$ cat config.mk
export PLATFORM = sky130hd
export DESIGN_NAME = sprite_reader
export DESIGN_NICKNAME = d
export VERILOG_FILES = /design/src/rtl/sprite_pkg.sv /design/src/rtl/sprite_delay_line.sv /design/src/rtl/sprite_reader.sv
export SDC_FILE = /design/constraint.sdc
export NUM_CORES = 1
export LEC_CHECK = 0
export CAP_MARGIN = 40
export CORE_ASPECT_RATIO = 1.4
export CORE_MARGIN = 4
export CORE_UTILIZATION = 52
export DETAILED_ROUTE_END_ITERATION = 12
export HOLD_SLACK_MARGIN = 0.1
export PLACE_DENSITY = 0.81
export SLEW_MARGIN = 20
export SYNTH_ARGS = -nofsm -noshare
export SYNTH_HDL_FRONTEND = slang
export SYNTH_HIERARCHICAL = 1
export SYNTH_SLANG_ARGS = --single-unit
$ cat constraint.sdc
create_clock -name clk -period 4.2 [get_ports clk]
set_clock_uncertainty 0.15 [all_clocks]
set_input_delay 0.84 -clock clk [delete_from_list [all_inputs] [get_ports clk]]
set_output_delay 0.84 -clock clk [all_outputs]
set_load 0.005 [all_outputs]
$ cat src/rtl/sprite_pkg.sv
// Shared types and constants for the sprite read path.
package sprite_pkg;

  localparam int COLOR_W = 12;
  localparam int ROW_W   = 8;
  localparam int COL_W   = 10;
  localparam int SCR_W   = 10;

  typedef logic [COLOR_W-1:0] color_t;

  typedef enum logic {
    IDLE = 1'b0,
    RUN  = 1'b1
  } state_t;

  localparam color_t KEY_COLOR_DEF = 12'hFFF;

endpackage

$ cat src/rtl/sprite_delay_line.sv
// Fixed-depth shift register used to realign pipeline flags with ROM data.
module sprite_delay_line #(
  parameter int DEPTH = 1,
  parameter int WIDTH = 1
) (
  input  logic             clk,
  input  logic             rst_n,
  input  logic [WIDTH-1:0] din,
  output logic [WIDTH-1:0] dout
);

  generate
    if (DEPTH == 0) begin : g_pass
      assign dout = din;
    end else begin : g_sr
      logic [WIDTH-1:0] sr_r [DEPTH];

      // Shift din through DEPTH register stages.
      always_ff @(posedge clk or negedge rst_n) begin
        if (!rst_n) begin
          for (int i = 0; i < DEPTH; i++) sr_r[i] <= {WIDTH{1'b0}};
        end else begin
          sr_r[0] <= din;
          for (int i = 1; i < DEPTH; i++) sr_r[i] <= sr_r[i-1];
        end
      end

      assign dout = sr_r[DEPTH-1];
    end
  endgenerate

endmodule

$ cat src/rtl/sprite_reader.sv
// Sprite ROM read client: window test, ROM addressing, colour-key and per-frame opaque count.
// Optional horizontal mirroring is enabled by defining SPRITE_MIRROR_EN.
module sprite_reader
  import sprite_pkg::*;
#(
  parameter int     SPR_W     = 584,
  parameter int     SPR_H     = 160,
  parameter int     ROM_LAT   = 1,
  parameter color_t KEY_COLOR = KEY_COLOR_DEF,
  parameter int     CNT_W     = 17
) (
  input  logic             clk,
  input  logic             rst_n,
  input  logic             frame_start,
  input  logic             pix_valid,
  input  logic [9:0]       pix_x,
  input  logic [9:0]       pix_y,
  input  logic             pos_load,
  input  logic [9:0]       pos_x_in,
  input  logic [9:0]       pos_y_in,
`ifdef SPRITE_MIRROR_EN
  input  logic             flip_x,
`endif
  output logic [7:0]       rom_row,
  output logic [9:0]       rom_col,
  input  logic [11:0]      rom_data,
  output logic             out_valid,
  output logic             out_hit,
  output logic [11:0]      out_color,
  output logic [CNT_W-1:0] opaque_count
);

  function automatic logic [CNT_W-1:0] sat_inc(input logic [CNT_W-1:0] v, input logic en);
    if (en && (v != {CNT_W{1'b1}})) return v + {{(CNT_W-1){1'b0}}, 1'b1};
    else                            return v;
  endfunction

  state_t           state_r, state_s;
  logic [SCR_W-1:0] pend_x_r, pend_y_r, act_x_r, act_y_r;
  logic             flip_s;
  logic [SCR_W:0]   dx_s, dy_s;
  logic             in_win_s;
  logic [ROW_W-1:0] row_s;
  logic [COL_W-1:0] col_s;
  logic             v1_r, w1_r, vd_s, wd_s, hit_s;
  logic [CNT_W-1:0] cnt_r;

`ifdef SPRITE_MIRROR_EN
  logic pend_flip_r, act_flip_r;

  // Mirror flag follows the same pending/active double-buffer as the position.
  always_ff @(posedge clk or negedge rst_n) begin
    if (!rst_n) begin
      pend_flip_r <= 1'b0;
      act_flip_r  <= 1'b0;
    end else begin
      if (pos_load)    pend_flip_r <= flip_x;
      if (frame_start) act_flip_r  <= pos_load ? flip_x : pend_flip_r;
    end
  end

  assign flip_s = act_flip_r;
`else
  assign flip_s = 1'b0;
`endif

  // FSM state register.
  always_ff @(posedge clk or negedge rst_n) begin
    if (!rst_n) state_r <= IDLE;
    else        state_r <= state_s;
  end

  // Next state: leave IDLE on the first frame_start, then stay in RUN.
  always_comb begin
    state_s = state_r;
    case (state_r)
      IDLE:    if (frame_start) state_s = RUN; else state_s = IDLE;
      RUN:     state_s = RUN;
      default: state_s = IDLE;
    endcase
  end

  // Position double-buffer; a load coinciding with frame_start bypasses pending.
  always_ff @(posedge clk or negedge rst_n) begin
    if (!rst_n) begin
      pend_x_r <= 10'd0;
      pend_y_r <= 10'd0;
      act_x_r  <= 10'd0;
      act_y_r  <= 10'd0;
    end else begin
      if (pos_load) begin
        pend_x_r <= pos_x_in;
        pend_y_r <= pos_y_in;
      end
      if (frame_start) begin
        act_x_r <= pos_load ? pos_x_in : pend_x_r;
        act_y_r <= pos_load ? pos_y_in : pend_y_r;
      end
    end
  end

  // Window test and sprite-local address; 11-bit math so left/top of sprite never wraps.
  always_comb begin
    dx_s     = {1'b0, pix_x} - {1'b0, act_x_r};
    dy_s     = {1'b0, pix_y} - {1'b0, act_y_r};
    in_win_s = pix_valid & (pix_x >= act_x_r) & (dx_s < 11'(SPR_W))
                         & (pix_y >= act_y_r) & (dy_s < 11'(SPR_H));
    if (in_win_s) begin
      row_s = ROW_W'(dy_s);
      if (flip_s) col_s = COL_W'(SPR_W - 1) - COL_W'(dx_s);
      else        col_s = COL_W'(dx_s);
    end else begin
      row_s = 8'd0;
      col_s = 10'd0;
    end
  end

  // Stage 1: ROM address plus valid/window flags.
  always_ff @(posedge clk or negedge rst_n) begin
    if (!rst_n) begin
      rom_row <= 8'd0;
      rom_col <= 10'd0;
      v1_r    <= 1'b0;
      w1_r    <= 1'b0;
    end else begin
      rom_row <= row_s;
      rom_col <= col_s;
      v1_r    <= pix_valid;
      w1_r    <= in_win_s;
    end
  end

  sprite_delay_line #(.DEPTH(ROM_LAT), .WIDTH(2)) u_dly (
    .clk   (clk),
    .rst_n (rst_n),
    .din   ({v1_r, w1_r}),
    .dout  ({vd_s, wd_s})
  );

  assign hit_s = wd_s & (rom_data != KEY_COLOR) & (state_r == RUN);

  // Output stage: realigned valid, hit and keyed colour.
  always_ff @(posedge clk or negedge rst_n) begin
    if (!rst_n) begin
      out_valid <= 1'b0;
      out_hit   <= 1'b0;
      out_color <= 12'h000;
    end else begin
      out_valid <= vd_s;
      out_hit   <= hit_s;
      out_color <= hit_s ? rom_data : 12'h000;
    end
  end

  // Opaque-pixel counter; the hit showing at frame_start still belongs to the closing frame.
  always_ff @(posedge clk or negedge rst_n) begin
    if (!rst_n) begin
      cnt_r        <= {CNT_W{1'b0}};
      opaque_count <= {CNT_W{1'b0}};
    end else if (frame_start) begin
      opaque_count <= sat_inc(cnt_r, out_hit);
      cnt_r        <= {CNT_W{1'b0}};
    end else begin
      cnt_r        <= sat_inc(cnt_r, out_hit);
    end
  end

endmodule

**After elaboration in Yosys (flattened, before gate mapping)**

Cells that the tools add are included.
W data, S select, Z words.

- Flip-flop bits (word level): 111
- Input port bits: 57
- Output and inout port bits: 49
- Word-level logic and storage cells: 41

- Add/sub/neg operators: 3
- Magnitude comparators: 4
- Equal/unequal tests: 2
- Mux-type cells: 9
- Bitwise operators: 7
- Reductions and logical operators: 1

Operators with widths:

| cell | count |
|---|---|
| $mux W17 | 2 |
| $mux W10 | 3 |
| $sub A10 B10 Y11 | 2 |
| $ge A10 B10 Y1 | 2 |
| $add A17 B1 Y17 const B | 1 |
| $ne A17 B17 Y1 const B | 1 |
| $mux W12 | 1 |
| $ne A12 B12 Y1 const B | 1 |
| $lt A11 B10 Y1 const B | 1 |
| $lt A11 B8 Y1 const B | 1 |
| $mux W8 | 1 |
| $and A1 B1 Y1 | 6 |
| $pmux W1 S2 | 1 |
| $logic_and A1 B1 Y1 | 1 |
| $mux W1 | 1 |
| $not A1 Y1 | 1 |

**Longest topological paths before layout**

- Depth in word-level cells: 6
- Mapped depth: 11
- Mapped depth without buffers: 10

**By module**

The synthesis kept the hierarchy.

Modules (own cells, without submodules):

| module | instances | cells an instance | area an instance (um^2) | seq. area each (um^2) |
|---|---|---|---|---|
| sprite_reader | 1 | 481 | 5243.8 | 2727.6 |
| sprite_delay_line | 1 | 2 | 50.0 | 50.0 |

**Least setup slack after synthesis**

Ideal clock, no wire load.

- Path type: input -> register
- Start point: in pix_y[0]
- End point: reg rom_col[8]
- Setup time: 0.096 ns
- Arrival time: 2.956 ns
- Required time: 3.954 ns
- Path slack: 0.998 ns
- Stages: 11
- Path buffers: 1
- Path through: inv_1 ha_1 inv_1 fa_1 a21o_1 a21o_1 a311o_1 a22oi_4 o22ai_4 buf_6 nor4_2

- Longest elaborated chain between the ends: 4
- Elaborated cells between the ends (all ways): 6
- Those cells by class: 1 x add/sub; 2 x order compare; 1 x mux; 2 x bitwise

Ends and longest elaborated chain:

| item | RTL line | text |
|---|---|---|
| from (decl) | sprite_reader.sv:17 | `input logic [9:0] pix_y,` |
| $sub A10 B10 Y11 / $ge A10 B10 Y1 (equally long branches) | sprite_reader.sv:105, sprite_reader.sv:107 |  |
| $lt A11 B8 Y1 / $and A1 B1 Y1 (equally long branches) | sprite_reader.sv:107 | `& (pix_y >= act_y_r) & (dy_s < 11'(SPR_H));` |
| $and A1 B1 Y1 * | sprite_reader.sv:107 |  |
| $mux W10 * | sprite_reader.sv:108 | `if (in_win_s) begin` |
| named net col_s[8] | sprite_reader.sv:44 | `logic [COL_W-1:0] col_s;` |
| to (signal assigned) | sprite_reader.sv:127 | `rom_col <= col_s;` |
| to (decl) | sprite_reader.sv:25 | `output logic [9:0] rom_col,` |

The timed path passes the listed nets; every way through them passes the cells marked *.
A chain may end at the register's enable or synchronous reset.

**Final worst setup path**

- Start point: in pix_x[0]
- End point: reg rom_col[3]

- Longest elaborated chain between the ends: 6
- Elaborated cells between the ends (all ways): 8
- Those cells by class: 1 x add/sub; 2 x order compare; 1 x mux; 4 x bitwise

Ends and longest elaborated chain:

| item | RTL line | text |
|---|---|---|
| from (decl) | sprite_reader.sv:16 | `input logic [9:0] pix_x,` |
| $sub A10 B10 Y11 / $ge A10 B10 Y1 (equally long branches) | sprite_reader.sv:104, sprite_reader.sv:106 |  |
| $lt A11 B10 Y1 / $and A1 B1 Y1 (equally long branches) | sprite_reader.sv:106 | `in_win_s = pix_valid & (pix_x >= act_x_r) & (dx_s < 11'(SPR_W))` |
| $and A1 B1 Y1 | sprite_reader.sv:106 |  |
| $and A1 B1 Y1 (2 in series) | sprite_reader.sv:107 |  |
| $mux W10 * | sprite_reader.sv:108 |  |
| named net col_s[3] | sprite_reader.sv:44 |  |

Marks and branches as above.

==> run summary <==
Prevailing post-synth register cell - dfrtp_1
Clock root cell - clkbuf_16
Hold/Removal Path Class - in -> async
CTS sink count - 111
GRT overflow - 0
Full die area - 0.0119 mm2
Resized cells post-CTS - 0
Initial Util - 0.532
RSZ-0062 raised after global routing - no
Die Span X - 93.3 um
Global-route wire length before repair - 19900 um
Routability Congestion - 0.849
Crit path buffers/inverters - 4
Vias per cell - 5.39
Crit path cell chain - clkdlybuf4s50_1 -> inv_1 -> ha_1 -> inv_1 -> fa_1 -> a211oi_1 -> o21ai_1 -> nand2_1 -> xor2_1 -> a311oi_4 -> buf_6 -> nor4_1
Detailed Place HPWL - 8900 um
Fin. Hold Viols - 0
Leak - 2.98 nW
Critical path launch point - pix_x[0]
Via count - 3905
Antenna violations before repair - 0
Seq. cell area - 0.00278 mm2
Synth Warn # - 6
CTS Buf Count - 9
Hold buffer count at CTS - 0
Status - complete, no violations
Antenna cell count - 0
Netlist cell types - 57
Async set-or-reset flop fraction in the synthesized netlist - 1.00
Skew-Pair Late Insertion Delay - 0.35 ns
Reg2reg start - act_x_r[1]
Drt total wl - 12000 um
Syn-to-layout area delta - 29.7%
Max Root-Sink Buffers - 2
Syn nets - 564
Slowest CP cell - clkdlybuf4s50_1
Ports - 106
M1 WL - 4570 um
Setup ws final - 0.670 ns
Fin util - 0.690
Setup Viol. Count Final - 0
Vias in the first global route - 4157
Flops & latches, synth - 111
Final net count - 665
Post-DRT Antenna Nets - 0
Ratio of cells with drive above 1 in the final layout - 0.117
Die height - 127 um
Postcts setup bufs - 0
CP arrival - 3.61 ns
Final number of max-transition violations - 0
CORE AREA - 0.00995 mm2
Overall Global Routing Usage - 0.214
Reg2Reg Setup Slack - 1.23 ns
Crit end category - register
Worst Path Required - 4.28 ns
Critical Path Start Type - input pin
Reg2reg end - rom_col[3]
Worst r2r path cells - 9
H-tree depth - 3
Layout fillers - 722
Final setup TNS - 0 ns
Crit path max fanout - 13
End of the critical path - rom_col[3]
Max-cap viol count - 0
FMAX - 0.283 GHz
Drt drc - 0
Worst-Margin Slew - 0.646 ns
Wirelength per Cell - 16.5 um
DRT Pass-1 Iters - 4
Synth Cell Area - 0.00529 mm2
Critical Path Most Common Cell - inv_1
CP top delay family - buffers and inverters
Largest net degree at the start of global routing - 69
EDFF count, synth - 0
Port Buffers - 105
Area of the multi-input gates - 0.00230 mm2
Pre-CTS setup slack - 0.227 ns
Met3 WL post-DR - 658 um
Fin crit share - 0.841
Post-Syn Instances - 483
CTS tree - yes
Post-synthesis sequential area ratio - 0.525
Setup CP Type - in -> reg
Worst vdd ir - 0.000245 V
Wire length on met2 - 6340 um
Rows - 43
CP max stage delay - 0.41 ns
Clock slew at reported path FFs - 0.07 ns
Syn_area_per_cell - 11.0 um2
Min cycle time layout - 3.53 ns
Top layer in use - met4
Max-Slew Margin vs Limit - 0.570
1st-iter DRT viols - 191
PD cells - 407 mW/mm2
Critical path depth - 12
==> logic make-up after synthesis <==
| group | share of synthesized area |
|---|---|
| and+or+nand+nor | 0.164 |
| AOI/OAI and AO/OA | 0.119 |
| DFF | 0.525 |
| xor gates and xnor gates | 0.0381 |
| buffers and inverters | 0.0402 |
| muxes | 0.0544 |
| adders and majority gates | 0.0596 |
==> where the power goes <==
group / leakage [nW] / switching (W) / internal, W / total, W
Clock: 0.178 / 0.000392 / 0.000646 / 0.00104
Combinational: 1.37 / 0.000342 / 0.000266 / 0.000608
Sequential: 1.43 / 0.0000202 / 0.00113 / 0.00115
==> cells in the mapped netlist, types with 3 or more instances <==
cell type	number	area, um2
and4_1	3	26.3
nor4b_1	4	35.0
mux2i_1	4	40.0
buf_2	5	25.0
nor2_1	42	158
nor4_2	10	125
inv_1	26	97.6
nor3_1	4	20.0
clkbuf_1	12	45.0
a21oi_1	26	130
mux2_2	22	248
o21ai_0	25	125
o211ai_1	4	30.0
and2_1	13	81.3
nor4_1	6	37.5
nor2b_1	4	25.0
nand2_1	46	173
a211oi_1	5	37.5
ha_1	22	275
a21o_1	5	37.5
nor3b_1	4	30.0
xnor2_1	11	96.3
nand4_1	9	56.3
dfrtp_1	111	2780
o21ai_1	3	15.0
xor2_1	12	105
nand3_1	4	20.0
==> metal layers <==
| layer | global-route usage | vias up |
|---|---|---|
| met4 | 0.101 | 0 |
| met1 | 0.251 | 1882 |
| met5 | 0 | - |
| li1 | - | 1883 |
| met3 | 0.0436 | 25 |
| met2 | 0.373 | 115 |
==> worst min path at each step <==
stage / startpoint / to / slack [ns] / depth (start not counted)
2_1_floorplan: u_dly/dout[1] / out_valid / 0.18 / 0
3_3_place_gp: u_dly/dout[1] / out_valid / 0.18 / 0
3_5_place_dp: v1_r / u_dly/dout[1] / 0.19 / 0
4_1_cts: v1_r / u_dly/dout[1] / 0.20 / 0
5_1_grt: rst_n / out_color[1] / 0.17 / 1
6_report: rst_n / out_color[2] / 0.17 / 1
==> final cells by class <==
cell class	instances	share of cell area
clock inverters	7	0.0210
inverters	26	0.0142
multi-input cells	323	0.336
repair buffers	113	0.167
clock buffers	9	0.0328
flip-flops and latches	111	0.405
well taps	135	0.0246
==> sequential cells by signal (all words and copies together), names as in the netlist, 2 cells and up <==
signal and count:
act_x_r 10, act_y_r 10, cnt_r 17, opaque_count 17, out_color 12, pend_x_r 10, pend_y_r 10, rom_col 10
rom_row 8, u_dly/dout 2
==> stage by stage <==
stage / power, W / hold WS [ns] / cells / cell area (um2)
finish: 0.00279 / 0.172 / 724 / 6860
global route: 0.00292 / 0.165 / 724 / 6860
CTS: 0.00280 / 0.203 / 722 / 6830
detailed placement: 0.00176 / 0.187 / 706 / 6460
global placement: 0.00174 / 0.185 / 704 / 6420
floorplan: 0.00158 / 0.181 / 483 / 5290
==> cell usage in the layout (no fill, tap or decap), drive strengths merged, types with 5 or more instances in the layout <==
cell type | Yosys | routed
dfrtp | 111 | 111
clkdlybuf4s50 | 0 | 103
nand2 | 46 | 46
nor2 | 42 | 42
o21ai | 29 | 29
inv | 26 | 27
a21oi | 27 | 27
mux2 | 22 | 22
ha | 22 | 22
nor4 | 16 | 16
and2 | 14 | 14
xor2 | 12 | 12
xnor2 | 11 | 11
buf | 11 | 10
nand4 | 9 | 9
clkbuf | 12 | 9
a21o | 5 | 5
a211oi | 5 | 5
(Power assumes the default switching activity.)
